==> config.mk <==
export PLATFORM = sky130hd
export DESIGN_NAME = fetch_stage_flat
export DESIGN_NICKNAME = d
export VERILOG_FILES = /design/src/rtl/fetch_stage_pkg.sv /design/src/rtl/fetch_stage_if.sv /design/src/rtl/fetch_inst_buf.sv /design/src/rtl/fetch_stage.sv /design/src/flat_wrapper.sv
export SDC_FILE = /design/constraint.sdc
export NUM_CORES = 1
export LEC_CHECK = 0
export CORE_ASPECT_RATIO = 0.7
export CORE_MARGIN = 4
export CORE_UTILIZATION = 26
export CTS_CLUSTER_DIAMETER = 120
export DETAILED_ROUTE_END_ITERATION = 16
export HOLD_SLACK_MARGIN = 0.02
export PLACE_DENSITY = 0.52
export SLEW_MARGIN = 20
export SYNTH_ARGS = -nofsm -noshare
export SYNTH_HDL_FRONTEND = slang
export SYNTH_SLANG_ARGS = --single-unit
==> constraint.sdc <==
create_clock -name clk -period 4.03 [get_ports clk]
set_clock_uncertainty 0.05 [all_clocks]
set_input_delay 0.403 -clock clk [delete_from_list [all_inputs] [get_ports clk]]
set_output_delay 0.403 -clock clk [all_outputs]
set_load 0.03 [all_outputs]
==> src/rtl/fetch_stage_pkg.sv <==
// Shared bus-length header for the IF/ID boundary; decode imports the same constants.
package fetch_stage_pkg;

    localparam int unsigned FS2DS_BUS_LEN    = 64;
    localparam int unsigned BR_BUS_LEN       = 33;
    localparam logic [31:0] RESET_PC_DEFAULT = 32'h1c00_0000;

    typedef struct packed {
        logic        taken;
        logic [31:0] target;
    } br_bus_t;

    typedef struct packed {
        logic [31:0] pc;
        logic [31:0] inst;
    } fs2ds_bus_t;

    // Sequential successor of a PC, wrapping at 32 bits.
    function automatic logic [31:0] seq_pc(input logic [31:0] pc);
        return pc + 32'd4;
    endfunction

endpackage

==> src/rtl/fetch_stage_if.sv <==
// Fetch-stage boundary: fs2ds stream to decode, redirect bus from decode, instruction SRAM port.
interface fetch_stage_if;
    import fetch_stage_pkg::*;

    logic                     ds_allowin;
    logic                     fs2ds_valid;
    logic [FS2DS_BUS_LEN-1:0] fs2ds_bus;
    logic [BR_BUS_LEN-1:0]    br_zip;
    logic                     inst_sram_en;
    logic [3:0]               inst_sram_we;
    logic [31:0]              inst_sram_addr;
    logic [31:0]              inst_sram_wdata;
    logic [31:0]              inst_sram_rdata;

    // Fetch-stage side.
    modport master (
        input  ds_allowin, br_zip, inst_sram_rdata,
        output fs2ds_valid, fs2ds_bus, inst_sram_en, inst_sram_we,
               inst_sram_addr, inst_sram_wdata
    );

    // Decode / SRAM side.
    modport slave (
        output ds_allowin, br_zip, inst_sram_rdata,
        input  fs2ds_valid, fs2ds_bus, inst_sram_en, inst_sram_we,
               inst_sram_addr, inst_sram_wdata
    );

endinterface

==> src/rtl/fetch_inst_buf.sv <==
// One-entry skid register holding the SRAM word while decode back-pressures IF.
module fetch_inst_buf (
    input  logic        clk,
    input  logic        reset,
    input  logic        fs_valid_i,
    input  logic        ds_allowin_i,
    input  logic        br_taken_i,
    input  logic        fs_allowin_i,
    input  logic [31:0] sram_rdata_i,
    output logic [31:0] inst_o
);

    logic        buf_valid_q, buf_valid_d;
    logic [31:0] inst_buf_q,  inst_buf_d;
    logic        capture;

    // Capture only implies fs_allowin=0, so it never collides with a clear.
    assign capture = fs_valid_i & ~buf_valid_q & ~ds_allowin_i & ~br_taken_i;

    // Next-state: clear on any IF advance, capture on first stalled cycle.
    always_comb begin
        buf_valid_d = buf_valid_q;
        inst_buf_d  = inst_buf_q;
        if (fs_allowin_i) begin
            buf_valid_d = 1'b0;
        end else if (capture) begin
            buf_valid_d = 1'b1;
            inst_buf_d  = sram_rdata_i;
        end
    end

    // Buffer registers.
    always_ff @(posedge clk) begin
        if (reset) begin
            buf_valid_q <= 1'b0;
            inst_buf_q  <= '0;
        end else begin
            buf_valid_q <= buf_valid_d;
            inst_buf_q  <= inst_buf_d;
        end
    end

    // Buffered word takes precedence over the live SRAM output.
    always_comb begin
        inst_o = buf_valid_q ? inst_buf_q : sram_rdata_i;
    end

endmodule

==> src/rtl/fetch_stage.sv <==
// Instruction-fetch stage: owns the PC, issues pre-IF SRAM reads, feeds decode.
module fetch_stage
    import fetch_stage_pkg::*;
#(
    parameter logic [31:0] RESET_PC = RESET_PC_DEFAULT
) (
    input  logic          clk,
    input  logic          reset,
    fetch_stage_if.master fs
);

    br_bus_t     br;
    logic        fs_valid_q, fs_valid_d;
    logic [31:0] fs_pc_q,    fs_pc_d;
    logic [31:0] nextpc;
    logic        to_fs_valid;
    logic        fs_ready_go;
    logic        fs_allowin;
    logic [31:0] inst;

    assign br          = br_bus_t'(fs.br_zip);
    assign fs_ready_go = 1'b1;
    assign to_fs_valid = ~reset;

    // Pre-IF address selection and IF handshake; a redirect forces allowin.
    always_comb begin
        nextpc      = br.taken ? br.target : seq_pc(fs_pc_q);
        fs_allowin  = ~fs_valid_q | (fs_ready_go & fs.ds_allowin) | br.taken;
        fs_valid_d  = fs_valid_q;
        fs_pc_d     = fs_pc_q;
        if (fs_allowin) begin
            fs_valid_d = to_fs_valid;
            fs_pc_d    = nextpc;
        end
    end

    // PC and valid registers; the reset PC sits one word before the first fetch.
    always_ff @(posedge clk) begin
        if (reset) begin
            fs_valid_q <= 1'b0;
            fs_pc_q    <= RESET_PC - 32'd4;
        end else begin
            fs_valid_q <= fs_valid_d;
            fs_pc_q    <= fs_pc_d;
        end
    end

    fetch_inst_buf u_inst_buf (
        .clk          (clk),
        .reset        (reset),
        .fs_valid_i   (fs_valid_q),
        .ds_allowin_i (fs.ds_allowin),
        .br_taken_i   (br.taken),
        .fs_allowin_i (fs_allowin),
        .sram_rdata_i (fs.inst_sram_rdata),
        .inst_o       (inst)
    );

    // Outputs to decode and the instruction SRAM; wrong-path word is masked on redirect.
    always_comb begin
        fs.fs2ds_valid     = fs_valid_q & fs_ready_go & ~br.taken;
        fs.fs2ds_bus       = fs2ds_bus_t'{pc: fs_pc_q, inst: inst};
        fs.inst_sram_en    = to_fs_valid & fs_allowin;
        fs.inst_sram_we    = '0;
        fs.inst_sram_addr  = nextpc;
        fs.inst_sram_wdata = '0;
    end

endmodule

==> src/flat_wrapper.sv <==
// flat-port wrapper written by rule: the top's interface ports become plain ports
module fetch_stage_flat import fetch_stage_pkg::*;
#(
    parameter logic [31:0] RESET_PC = RESET_PC_DEFAULT
)
  (clk, reset, fs_ds_allowin, fs_br_zip, fs_inst_sram_rdata, fs_fs2ds_valid, fs_fs2ds_bus, fs_inst_sram_en, fs_inst_sram_we, fs_inst_sram_addr, fs_inst_sram_wdata);
  fetch_stage_if fs_i ();
  input  logic clk;
  input  logic reset;
  input wire logic [$bits(fs_i.ds_allowin)-1:0] fs_ds_allowin;
  input wire logic [$bits(fs_i.br_zip)-1:0] fs_br_zip;
  input wire logic [$bits(fs_i.inst_sram_rdata)-1:0] fs_inst_sram_rdata;
  output wire logic [$bits(fs_i.fs2ds_valid)-1:0] fs_fs2ds_valid;
  output wire logic [$bits(fs_i.fs2ds_bus)-1:0] fs_fs2ds_bus;
  output wire logic [$bits(fs_i.inst_sram_en)-1:0] fs_inst_sram_en;
  output wire logic [$bits(fs_i.inst_sram_we)-1:0] fs_inst_sram_we;
  output wire logic [$bits(fs_i.inst_sram_addr)-1:0] fs_inst_sram_addr;
  output wire logic [$bits(fs_i.inst_sram_wdata)-1:0] fs_inst_sram_wdata;
  assign fs_i.ds_allowin = fs_ds_allowin;
  assign fs_i.br_zip = fs_br_zip;
  assign fs_i.inst_sram_rdata = fs_inst_sram_rdata;
  assign fs_fs2ds_valid = fs_i.fs2ds_valid;
  assign fs_fs2ds_bus = fs_i.fs2ds_bus;
  assign fs_inst_sram_en = fs_i.inst_sram_en;
  assign fs_inst_sram_we = fs_i.inst_sram_we;
  assign fs_inst_sram_addr = fs_i.inst_sram_addr;
  assign fs_inst_sram_wdata = fs_i.inst_sram_wdata;
  fetch_stage #(.RESET_PC(RESET_PC)) u_core (.clk(clk), .reset(reset), .fs(fs_i));
endmodule
### Word level (Yosys, flattened, before mapping)

Cells that the tools add are included.

| word-level totals | value |
|---|---|
| input bits | 68 |
| bits in registers | 66 |

| cells by class | value |
|---|---|
| bitwise logic cells | 13 |
| add/sub/neg operators | 1 |
| mux-type cells | 2 |
| reductions and logical operators | 2 |

Operators by type and width:

| cell | number |
|---|---|
| 32-bit 2-to-1 mux | 2 |
| 32-bit by 3-bit adder with 32-bit output, second input constant | 1 |
| 1-bit inverter | 6 |
| 1-bit AND | 5 |
| 1-bit bitwise OR | 2 |
| 2-bit AND reduction | 1 |
| 2-bit OR reduction | 1 |

### Depth between registers and ports, before layout

| depth | value |
|---|---|
| word-level depth | 5 |
| depth in mapped cells | 7 |
| gate-level depth less buffers | 6 |

### Cells and area by module

A second synthesis with hierarchy kept.

| second synthesis, totals | value |
|---|---|
| cell total of the unflattened synthesis | 583 |
| area, all modules | 4845.9 um^2 |

By module, submodules not included:

| module | cells an instance | sequential area each (um^2) | times used | area an instance (um^2) |
|---|---|---|---|---|
| fetch_stage | 402 | 660.6 | 1 | 2951.6 |
| fetch_inst_buf | 181 | 660.6 | 1 | 1894.3 |

### Worst setup path after synthesis

Ideal clock, no wire load.

| path | value |
|---|---|
| path kind | reg2out |
| start point | register u_core.fs_pc_q[2] |
| end point | output fs_inst_sram_addr[24] |
| arrival | 2467 ps |
| slack | 1110 ps |
| stages on the path, launching flop included | 7 |
| cell sequence | dfxtp_1 > ha_1 > nand4_2 > nor4_2 > nand2_1 > xor2_1 > a21boi_0 |

| on the way | value |
|---|---|
| word-level cells in the longest chain between the ends | 2 |

Ends and longest elaborated chain:

| item | RTL line | text |
|---|---|---|
| start: declaration | fetch_stage.sv:14 | `logic [31:0] fs_pc_q, fs_pc_d;` |
| start signal: assignment | fetch_stage.sv:41 | `fs_pc_q <= RESET_PC - 32'd4;` |
| start signal: assignment | fetch_stage.sv:44 | `fs_pc_q <= fs_pc_d;` |
| 32-bit by 3-bit adder with 32-bit output | fetch_stage_pkg.sv:20 | `return pc + 32'd4;` |
| 32-bit 2-to-1 mux | fetch_stage.sv:27 | `nextpc = br.taken ? br.target : seq_pc(fs_pc_q);` |
| end: declaration | flat_wrapper.sv:17 | `output wire logic [$bits(fs_i.inst_sram_addr)-1:0] fs_inst_sram_addr;` |

Every way passes these cells.

### Final worst setup path

| path | value |
|---|---|
| start point | register u_core.fs_pc_q[2] |
| end point | output fs_inst_sram_addr[26] |

The elaborated chain is that of the path after synthesis.

==> flow_summary.json <==
{
  "status": "finished clean",
  "power_frac_seq_pct": 31.8,
  "avgSynthCellArea_um2": 7.78,
  "slew_headroom_pct": 52.0,
  "dieArea_um2": 18600,
  "p_per_area_nw_per_um2": 370,
  "synth-async-reset-ratio_pct": 0,
  "crit_required_ns": 3.58,
  "vdd_drop_max_uv": 227,
  "ctsRootBufferMaster": "clkbuf_16",
  "yosys_warnings": 0,
  "grt_start_max_net_pins": 47,
  "cts_tree": "built",
  "post_cts_buffers": 0,
  "routed_wl_um": 15100,
  "postRouteAntennaNets": 0,
  "period_share_pct": 87.8,
  "drtIter0Drc": 262,
  "cts_resized": 0,
  "ios": 202,
  "place_area_um2": 5970,
  "placed_cells": 904,
  "wire_per_inst_um": 16.4,
  "final_common_cell": "clkdlybuf4s50_1",
  "period_minus_slack_ns": 3.54,
  "critPathBufInv": 1,
  "syn_area_um2": 4280,
  "cts_num_sinks": 66,
  "grt_pass1_vias": 4008,
  "via_count": 4277,
  "synth_edf_count": 0,
  "dr.pass1.iters": 5,
  "cts_max_path_buffers": 2,
  "fmax_mhz": 282,
  "synth_cell_types": 59,
  "slowest_stage": "clkdlybuf4s50_1",
  "setup_viol": 0,
  "die_h_um": 115,
  "synth_flop_cell": "dfxtp_1",
  "ctsHtreeMaxLevel": 3,
  "arrival_ns": 3.09,
  "leakage_nw": 2.34,
  "finalMaxSlewViolations": 0,
  "area_growth_pct": 47.1,
  "max_stage_delay_ns": 0.66,
  "coreArea_um2": 15800,
  "drive_above_1_share_pct": 12.1,
  "final_area_um2": 6290,
  "crit_chain": "ha_1 -> nand4_2 -> nor4_4 -> nand3_1 -> xnor2_1 -> mux2_2 -> clkdlybuf4s50_1",
  "path_max_fanout": 9,
  "most-common-layout-cells": "clkdlybuf4s50_1, nand2_1, dfxtp_1",
  "p_int_mw": 1.54,
  "avgViaCountPerCell": 4.65,
  "dp_hpwl_um": 11600,
  "gr-total-overflow": 0,
  "start_kind": "register",
  "switching_share_pct": 33.7,
  "antenna_found_initial": 0,
  "ys_seq_elements": 66,
  "stdcell_count": 920,
  "hold_buffers": 0,
  "start_util_pct": 27.1,
  "portBuffers": 165,
  "grt_usage_pct": 15.5,
  "diodes": 0,
  "drc": 0,
  "die_w_um": 161,
  "clkPwrFrac_pct": 36.1,
  "worst-setup-path-type": "reg2out",
  "synth-seq-area-share_pct": 30.9,
  "cts_buffers": 9,
  "grt_pass1_wl_um": 22700,
  "synth_cells": 550,
  "worst_path_dominant_cell_family": "simple AND/OR/NAND/NOR gates",
  "pwr-share-comb_pct": 32.1,
  "nets": 764,
  "rsz0062_at_grt": "false",
  "final_util_pct": 39.9,
  "routabilityCongestion": 0.924,
  "hold_viol_final": 0,
  "final.setup.tns_ns": 0,
  "clock_latency_ns": 0.32,
  "setup.worst_path.end_class": "primary output",
  "worstMarginPinSlew_ns": 0.719,
  "clkSlewWorstSetupHoldPaths_ns": 0.05,
  "p_sw_uw": 785,
  "maxCapViolCount": 0,
  "fp-row-count": 38,
  "hp-class": "reg2reg"
}
-- worst paths after layout --
| path | from | endpoint | slack (ns) | depth (start not counted) |
|---|---|---|---|---|
| max | u_core.fs_pc_q[2]$_SDFFE_PP1P_ | fs_inst_sram_addr[26] | 0.49 | 7 |
| min | u_core.u_inst_buf.inst_buf_q[10]$_SDFFE_PP0P_ | u_core.u_inst_buf.inst_buf_q[10]$_SDFFE_PP0P_ | 0.40 | 2 |
| max reg2reg | u_core.fs_pc_q[2]$_SDFFE_PP1P_ | u_core.fs_pc_q[18]$_SDFFE_PP1P_ | 1.70 | 6 |
| min reg2reg | u_core.u_inst_buf.inst_buf_q[10]$_SDFFE_PP0P_ | u_core.u_inst_buf.inst_buf_q[10]$_SDFFE_PP0P_ | 0.40 | 2 |
-- power groups by stage --
stage	Sequential, mW	Combinational (mW)	Clock, mW
6_report	0.740	0.747	0.841
5_1_grt	0.747	0.793	0.892
4_1_cts	0.739	0.750	0.866
3_5_place_dp	0.753	0.745	0
3_3_place_gp	0.750	0.746	0
2_1_floorplan	0.785	0.434	0
-- cells in the mapped netlist, drive strengths merged (2+ instances only) --
cell,instances,area [um^2]
a2111oi,3,27.5
a211o,2,17.5
a211oi,2,20.0
a21bo,3,30.0
a21boi,5,37.5
a21o,2,15.0
a21oi,50,250
a311oi,2,17.5
a31oi,3,18.8
and2,4,25.0
and3,9,56.3
buf,43,304
clkbuf,30,113
dfxtp,66,1320
inv,6,22.5
mux2,41,462
nand2,100,375
nand2b,8,50.1
nand3,20,100
nand4,7,77.6
nor2,38,145
nor2b,3,18.8
nor3,15,80.1
nor3b,2,15.0
nor4,13,130
o21a,3,22.5
o21ai,19,95.1
o22ai,2,12.5
o2bb2ai,2,17.5
or3,4,25.0
xnor2,17,149
xor2,11,96.3
-- flip-flops by register name, summed over array words and instances, names as in the netlist --
| name | flops |
|---|---|
| u_core.u_inst_buf.buf_valid_q | 1 |
| u_core.u_inst_buf.inst_buf_q | 32 |
| u_core.fs_valid_q | 1 |
| u_core.fs_pc_q | 32 |
-- worst min-delay path: cells and delay by family, from the launching register on --
kind	cells	cell delay, ns
simple gates	1	0.05
flops	1	0.30
compound gates	1	0.05
-- kinds of logic after synthesis --
| logic type | count (synthesis) | share of synthesized area (%) |
|---|---|---|
| simple gates | 226 | 26.2 |
| compound gates | 107 | 15.5 |
| buf+inv | 79 | 10.3 |
| flops | 66 | 30.9 |
| mux | 42 | 11.0 |
| xor+xnor | 28 | 5.73 |
| fa+ha+maj | 1 | 0.293 |
| other cells | 1 | 0.0877 |
-- per-stage QoR --
stage          setup slack, ns  power [mW]  hold WS, ns
6_report                 0.490        2.33        0.401
5_1_grt                  0.264        2.43        0.417
4_1_cts                  0.492        2.36        0.404
3_5_place_dp             0.873        1.50        0.395
3_3_place_gp             0.904        1.50        0.388
2_1_floorplan             1.11        1.22        0.383
-- final cells by class --
| class | instances | area (um^2) |
|---|---|---|
| Timing Repair Buffer | 172 | 1690 |
| Inverter | 6 | 22.5 |
| Sequential cell | 66 | 1320 |
| Multi-Input combinational cell | 440 | 2660 |
| Clock inverter | 5 | 77.6 |
| Tap cell | 220 | 275 |
| Fill cell | 1649 | 9490 |
| Clock buffer | 11 | 243 |
-- layer usage --
metal | vias up | GRT usage, % | share of wire (%)
li1 | 2139 | - | -
met1 | 1972 | 23.0 | 50
met2 | 158 | 21.5 | 41
met3 | 8 | 5.05 | 7.8
met4 | 0 | 3.58 | 1.0
met5 | - | 0 | 0
(Power assumes the default switching activity.)
